**src/rtl/prbs_pkg.sv**
```systemverilog
// prbs_pkg: polynomial select encoding and per-mode order/tap/mask lookup for the PRBS generator
package prbs_pkg;
  typedef enum logic [1:0] {PRBS7 = 2'd0, PRBS15 = 2'd1, PRBS23 = 2'd2, PRBS31 = 2'd3} prbs_mode_e;
  function automatic logic [4:0] mode_order(input logic [1:0] m);
    return m == PRBS7 ? 5'd7 : m == PRBS15 ? 5'd15 : m == PRBS23 ? 5'd23 : 5'd31;
  endfunction
  function automatic logic [4:0] mode_tap(input logic [1:0] m);
    return m == PRBS7 ? 5'd6 : m == PRBS15 ? 5'd14 : m == PRBS23 ? 5'd18 : 5'd28;
  endfunction
  function automatic logic [30:0] mode_mask(input logic [1:0] m);
    return m == PRBS7 ? 31'h7f : m == PRBS15 ? 31'h7fff : m == PRBS23 ? 31'h7f_ffff : 31'h7fff_ffff;
  endfunction
endpackage

```
**src/rtl/prbs_advance.sv**
```systemverilog
// prbs_advance: W unrolled Fibonacci LFSR steps of the selected polynomial in one cycle
//   state      in   31  current LFSR state (bits above order are zero)
//   mode       in   2   polynomial select
//   word       out  W   generated bits, bit W-1 is the earliest
//   state_next out  31  state after W steps
module prbs_advance
  import prbs_pkg::*;
#(
  parameter int W = 8
) (
  input  logic [30:0]  state,
  input  logic [1:0]   mode,
  output logic [W-1:0] word,
  output logic [30:0]  state_next
);
  logic [30:0] s;
  logic        b;
  always_comb begin
    s = state;
    b = 1'b0;
    word = '0;
    for (int i = 0; i < W; i++) begin
      b = s[mode_order(mode) - 5'd1] ^ s[mode_tap(mode) - 5'd1];
      word[W-1-i] = b;
      s = {s[29:0], b} & mode_mask(mode);
    end
    state_next = s;
  end
endmodule

```
**src/rtl/prbs_word_gen.sv**
```systemverilog
// prbs_word_gen: W-bit PRBS word source with seed load, valid/ready output and error injection
//   clock, reset (sync, high); enable; mode/seed/seed_load; out_ready;
//   err_period/err_inject; out_data/out_valid/out_err; word_count (saturating)
module prbs_word_gen
  import prbs_pkg::*;
#(
  parameter int W            = 8,
  parameter int MODE_DEFAULT = 0,
  parameter int CNT_W        = 32
) (
  input  logic             clock,
  input  logic             reset,
  input  logic             enable,
  input  logic [1:0]       mode,
  input  logic [30:0]      seed,
  input  logic             seed_load,
  input  logic             out_ready,
  input  logic [15:0]      err_period,
  input  logic             err_inject,
  output logic [W-1:0]     out_data,
  output logic             out_valid,
  output logic             out_err,
  output logic [CNT_W-1:0] word_count
);
  localparam int PW = W > 1 ? $clog2(W) : 1;
  logic [30:0]   state, state_nx, seed_m;
  logic [1:0]    mode_q;
  logic [15:0]   ecnt;
  logic [PW-1:0] pos;
  logic [W-1:0]  word, flip;
  logic          pend, adv, per_hit, inj;
  prbs_advance #(.W(W)) u_adv (.state(state), .mode(mode_q), .word(word), .state_next(state_nx));
  assign adv = enable & (!out_valid | out_ready) & !seed_load;
  // >= rather than == so a period lowered below the running count fires on the next word
  assign per_hit = (err_period != 16'd0) && ({1'b0, ecnt} + 17'd1 >= {1'b0, err_period});
  assign inj = pend | err_inject;
  // pos tracks (index of the next generated word) mod W, words counted from 1
  assign flip = (per_hit ? W'(1) << pos : W'(0)) ^ W'(inj);
  assign seed_m = seed & mode_mask(mode);
  always_ff @(posedge clock) begin
    if (reset) begin
      state <= mode_mask(2'(MODE_DEFAULT));
      mode_q <= 2'(MODE_DEFAULT);
      out_data <= '0;
      out_valid <= 1'b0;
      out_err <= 1'b0;
      word_count <= '0;
      ecnt <= '0;
      pend <= 1'b0;
      pos <= PW'(1 % W);
    end else if (seed_load) begin
      mode_q <= mode;
      state <= seed_m == 31'd0 ? mode_mask(mode) : seed_m;
      out_valid <= 1'b0;
      word_count <= '0;
      ecnt <= '0;
      pos <= PW'(1 % W);
      pend <= pend | err_inject;
    end else begin
      if (out_valid && out_ready && word_count != '1)
        word_count <= word_count + 1'b1;
      if (adv) begin
        out_data <= word ^ flip;
        out_valid <= 1'b1;
        out_err <= per_hit | inj;
        state <= state_nx;
        ecnt <= per_hit ? 16'd0 : err_period != 16'd0 ? ecnt + 16'd1 : ecnt;
        pos <= pos == PW'(W - 1) ? '0 : pos + 1'b1;
        pend <= 1'b0;
      end else begin
        out_valid <= out_valid & !out_ready;
        pend <= pend | err_inject;
      end
    end
  end
endmodule

```
**config.mk**
```make
export PLATFORM = sky130hd
export DESIGN_NAME = prbs_word_gen
export DESIGN_NICKNAME = d
export VERILOG_FILES = /design/src/rtl/prbs_pkg.sv /design/src/rtl/prbs_advance.sv /design/src/rtl/prbs_word_gen.sv
export SDC_FILE = /design/constraint.sdc
export NUM_CORES = 1
export LEC_CHECK = 0
export ABC_AREA = 1
export CORE_AREA = 5 5 150 152
export CTS_CLUSTER_SIZE = 28
export DETAILED_ROUTE_END_ITERATION = 8
export DIE_AREA = 0 0 155 157
export SLEW_MARGIN = 30
export SYNTH_ARGS = -nofsm -noshare
export SYNTH_HDL_FRONTEND = slang
export SYNTH_SLANG_ARGS = --single-unit
```
**constraint.sdc**
```tcl
create_clock -name clock -period 2.5 [get_ports clock]
set_input_delay 0.5 -clock clock [delete_from_list [all_inputs] [get_ports clock]]
set_output_delay 0.5 -clock clock [all_outputs]
set_load 0.005 [all_outputs]
```
After elaboration in Yosys (flattened, before gate mapping):

Index checks and enable logic that the tools add are counted.

* add/sub/neg operators: 6
* order comparisons: 3
* eq/ne operators: 6
* shift operators: 1
* muxes and demuxes: 54
* bitwise gates (word level): 26
* reduce and logical (&&, ||, !) cells: 15

Operators with widths (number)
* $and 31x31->31: 9
* $mux 31: 9
* $bmux 1 s5: 16
* $add 32x1->32 const B: 1
* $mux 16: 2
* $ne 32x32->1 const B: 1
* $logic_not 31->1: 1
* $mux 5: 4
* $mux 1: 19
* $add 16x1->17 const B: 1
* $ge 17x16->1: 1
* $add 16x1->16 const B: 1
* $reduce_bool 16->1: 1
* $lt 5x6->1 const B: 2
* $sub 5x1->5 const B: 2
* $mux 4: 2
* $mux 8: 1
* $shl 1x3->8 const A: 1
* $xor 1x1->1: 8
* $xor 8x1->8: 1
* $xor 8x8->8: 1
* $eq 2x1->1 const B: 2
* $eq 2x2->1 const B: 2
* $logic_not 2->1: 2
* other kinds (11): 21

* flip-flop bits (word level): 95
* bits of input ports: 55
* output and inout port bits: 42
* logic and storage cells: 120

Depth between registers and ports, before layout:

* depth after elaboration: 39
* gate-level depth with buffers: 22

Modules after synthesis:

From an unflattened synthesis, not the netlist that was laid out.

* cells, all modules: 1058
* area, all modules: 6767.7 um^2

Modules (own cells, without submodules)
* prbs_word_gen: times used 1, cells each 888, area an instance 5898.2 um^2, seq. area each 1901.8 um^2
* prbs_advance: times used 1, cells each 170, area an instance 869.6 um^2, seq. area each 0.0 um^2

Worst setup path after synthesis:

No wires, ideal clock.

* path type: register to register
* start point: reg ecnt[0]
* end point: reg ecnt[14]
* library setup time: 70 ps
* arrival time: 2598 ps
* data required time: 2430 ps
* slack: -168 ps
* stages on the path, launching flop included: 20
* cells stage by stage: dfxtp_1 ha_1 nand3_1 inv_1 nand3_1 nor3_1 nand2_1 o21ai_0 and2_1 ha_1 nand2_1 nor2_1 a211oi_1 nand2_1 nand2_1 nand2_2 nor2_2 buf_2 nand2_1 a21oi_1

* cells in the longest elaborated chain, start to end: 5

Ends and longest elaborated chain
* start: declaration: line prbs_word_gen.sv:28 `logic [15:0] ecnt;`
* start signal: assignment: line prbs_word_gen.sv:67 `ecnt <= per_hit ? 16'd0 : err_period != 16'd0 ? ecnt + 16'd1 : ecnt;`
* $add 16x1->17: line prbs_word_gen.sv:35 `assign per_hit = (err_period != 16'd0) && ({1'b0, ecnt} + 17'd1 >= {1'b0, err_period});`
* $ge 17x16->1: line prbs_word_gen.sv:35
* $logic_and 1x1->1: line prbs_word_gen.sv:35
* $reduce_bool 2->1 (no line)
* $reduce_and 2->1 (no line)

Parallel ways exist; a longest one is shown, timed or not. The select of a mux whose other input is x is not followed.
A chain may end at the register's enable or synchronous reset.

Worst setup path after layout:

* start point: reg ecnt[0]
* end point: reg ecnt[8]

Same word-level chain as after synthesis.

==> flow_summary_export.csv <==
group,metric,value,unit
setup_path,critPathMaxFanout,16,
timing,setup_viol,25,
grt,grt-ovfl-total,0,
synth,yosys.area_share.simple,0.308,
synth,yosysSeqAreaShare,0.308,
detailed_routing,finalWirelength,18.9,mm
setup_path,crit_arrival,2.96,ns
synth,async_flop_share,0,
clocking,cts_buffers,9,
detailed_routing,first_pass_iters,4,
synth,avgSynthCellArea,6.77,um2
synth,ys_ff_latch,95,
setup_path,crit_type,"flip-flop to flip-flop",
flow_run,cap_violations,0,
setup_path,timing.critical_path.mode_cell,"nand2_1",
setup_path,path_delay_family,"simple AND/OR/NAND/NOR gates",
pwr,power.internal,0.00252,W
clocking,clk_latency,0.35,ns
final_layout,fin_util,0.404,
min_path,worstHoldStart,"ecnt[1]",
setup_path,ff2ff_path_depth,16,
run_status,violations,"negative setup slack",
min_path,worstHoldEndpoint,"ecnt[1]",
pwr,power_frac_comb,0.177,
pwr,peakVddDrop,0.000246,V
detailed_routing,antenna_left,0,
pwr,p_leak,3.40,nW
floorplan,initial_utilization,0.296,
timing,rsz0062_at_grt,"true",
synth,synth_cell_type_count,58,
final_layout,stdcell_count,1350,
run_status,outcome,"complete, but fails checks",
final_layout,n_antenna_cell,0,
place,dp_hpwl,14.5,mm
synth,synth_ff_type,"dfxtp_1",
setup_path,crit_chain,"ha_2 -> nand3_2 -> inv_2 -> nand4_1 -> nor2_1 -> xor2_1 -> ha_1 -> a21o_1 -> a21oi_2 -> nand2_1 -> nor2_2 -> nand2_4 -> nor2_4 -> buf_12 -> nand2_1 -> a21oi_1",
setup_path,reg2reg_to,"ecnt[8]",
pwr,powerDensity,418,nW/um2
grt,grt_usage,0.152,
timing,finalSetupTns,-4.19,ns
grt,grt_pass1_wl,30.7,mm
floorplan,io_pins,97,
floorplan,chipHeight,157,um
grt,grt_max_degree,25,
setup_path,reg2reg_from,"ecnt[0]",
final_layout,fillCellCount,2194,
pwr,p_sw_frac,0.286,
floorplan,fp-row-count,53,
final_layout,drive_gt1_frac,0.157,
synth,synth.largest_area_cell,"dfxtp_1",
setup_path,end_kind,"flip-flop",
pwr,seq_power_share,0.454,
timing,slew_headroom,0.624,
setup_path,crit_buf_inv,2,
clocking,clk_pin_slew_worst_paths,0.07,ns
synth,yosys_warnings,0,
detailed_routing,drt_iter0_drc,378,
timing,fin_crit_sh,1.08,
synth,synthMuxAreaShare,0,
synth,syn_area,6170,um2
timing,fmax,372,MHz
synth,synth_edf_count,0,
place,io_buffers,96,
min_path,hp-class,"flip-flop to flip-flop",
detailed_routing,vias_per_cell,4.92,
final_layout,nets,1149,
pwr,p_sw,0.00101,W
place,gp_congestion,0.922,
place,dp.cells,1321,
setup_path,crit_path_start_kind,"flip-flop",
clocking,clock_sinks,95,
synth,yosys.area_share.adder,0.0486,
floorplan,core_area,20900,um2
synth,synth-xor-area-share,0.0426,
clocking,tritoncts,"built",
grt,grt_antenna_before_repair,0,
timing,worst_clock_skew,0.0141,ns
detailed_routing,wl_per_cell,14.0,um
floorplan,die_w,155,um
timing,layout_setup_ws,-0.189,ns
setup_path,cpPeakStageDelay,0.35,ns
setup_path,cp.required,2.78,ns
timing,worst_pin_slew,0.563,ns
synth,synth_top_family_by_area,"simple AND/OR/NAND/NOR gates",
timing,maxSlewViolCount,0,
clocking,cts_root_buf,"clkbuf_16",
synth,synth_cells,912,
setup_path,r2r_slack,-0.19,ns
pwr,power_frac_clock,0.369,
setup_path,crit_path_top_delay_cell,"dfxtp_2",
final_layout,syn_to_final_growth,36.7,%
synth,netlist.area_leader.share,0.308,
floorplan,fp.dieArea,24300,um2
clocking,hold_buffers,0,
clocking,htreeDepth,3,
detailed_routing,route.vias.total,6641,
grt,grt_pass1_vias,6156,
detailed_routing,drc,0,
timing,final_hold_viol_count,0,
synth,synthTopCellsByArea,"dfxtp_1 (31%), nand2_1 (13%), a21oi_1 (7.8%)",
timing,period_needed,2.69,ns
synth,synth_compound_area_frac,0.197,
synth,synth.net_count,991,
clocking,cts_buffer_depth,2,
min_path,hold_depth,2,
==> cell type report <==
class	instances	area [um2]	share of cell area
inverter	106	410	0.0486
timing repair buffer	180	1630	0.193
sequential	95	1910	0.226
tap	275	344	0.0408
clock inverter	6	41.3	0.00489
clock buffer	10	229	0.0271
multi-input combinational	678	3880	0.460
==> cell families after synthesis <==
family | after synthesis
AND/OR/NAND/NOR | 421
adder cells (fa/ha/maj) | 24
AO/OA/AOI/OAI | 203
buffers and inverters | 139
XOR/XNOR | 30
flip-flops | 95
==> worst max path at each step <==
| stage | from | end | slack [ns] | cells past startpoint |
|---|---|---|---|---|
| floorplan | ecnt[2] | ecnt[10] | -0.07 | 18 |
| global placement | ecnt[1] | out_data[5] | -0.18 | 20 |
| detailed placement | ecnt[0] | out_data[5] | -0.32 | 21 |
| CTS | ecnt[0] | out_data[5] | -0.21 | 20 |
| global route | ecnt[0] | out_data[7] | -0.42 | 20 |
| finish | ecnt[0] | ecnt[8] | -0.19 | 16 |
==> power groups by stage <==
stage,registers (W),clock network (W),logic (W)
CTS,0.00160,0.00134,0.000617
detailed placement,0.00164,0,0.000612
global route,0.00161,0.00140,0.000695
finish,0.00160,0.00130,0.000626
global placement,0.00164,0,0.000609
floorplan,0.00162,0,0.000358
==> state kept, by name, indices dropped and copies added (netlist names) <==
name and flops:
pos 3, state 31, pend 1, out_data 8
mode_q 2, word_count 32, ecnt 16, out_valid 1
out_err 1
==> stage by stage <==
stage	power (W)	area (um2)	hold slack, ns	worst slack, ns
floorplan	0.00198	6210	0.459	-0.0658
global placement	0.00225	7890	0.475	-0.184
detailed placement	0.00225	7890	0.493	-0.318
CTS	0.00356	8290	0.495	-0.213
global route	0.00371	8440	0.519	-0.419
finish	0.00353	8440	0.495	-0.189
==> metal layers <==
metal  GRT usage  up-vias  share of wire
li1            -     3382              -
met1       0.213     3033           0.47
met2       0.245      200           0.46
met3      0.0214       26          0.055
met4      0.0458        0          0.017
met5           0        -              0
==> synth_stat cells (16+ instances only) <==
master,instances
nand2_1,215
inv_1,97
a21oi_1,96
dfxtp_1,95
nor2_1,85
o21ai_0,43
nand3_1,41
ha_1,24
nand4_1,22
xor2_1,21
nor3_1,17
clkbuf_1,16
==> placed cells by master, fill, tap and decap left out, types with 4 or more instances in the layout <==
master	instances
nand2_1	212
clkdlybuf4s50_1	96
inv_1	95
a21oi_1	92
dfxtp_1	92
nor2_1	84
buf_4	80
o21ai_0	41
nand3_1	35
nand4_1	22
ha_1	21
xor2_1	20
nor3_1	16
nor4_1	12
clkbuf_16	9
xnor2_1	8
a21oi_2	8
o211ai_1	8
a22oi_1	8
inv_2	7
o21a_1	7
nand3_2	6
nor2_4	6
a32oi_1	6
nor3_2	5
o21bai_1	5
nand2_2	4
nand3_4	4
inv_6	4
==> worst reg2reg max path: stages (launching register included) <==
cell     delay, ns
dfxtp_2       0.35
ha_2          0.19
nand3_2       0.09
inv_2         0.09
nand4_1       0.14
nor2_1        0.16
xor2_1        0.24
ha_1          0.29
a21o_1        0.17
a21oi_2       0.11
nand2_1       0.07
nor2_2        0.13
nand2_4       0.11
nor2_4        0.14
buf_12        0.15
nand2_1       0.06
a21oi_1       0.11
==> what timing repair did <==
item,4_1_cts,5_1_grt
pin swaps,6,11
gates resized for setup,16,25
buffers inserted,9,5
setup endpoints to repair,25,25
No activity file was read; power rests on OpenSTA's default activity.
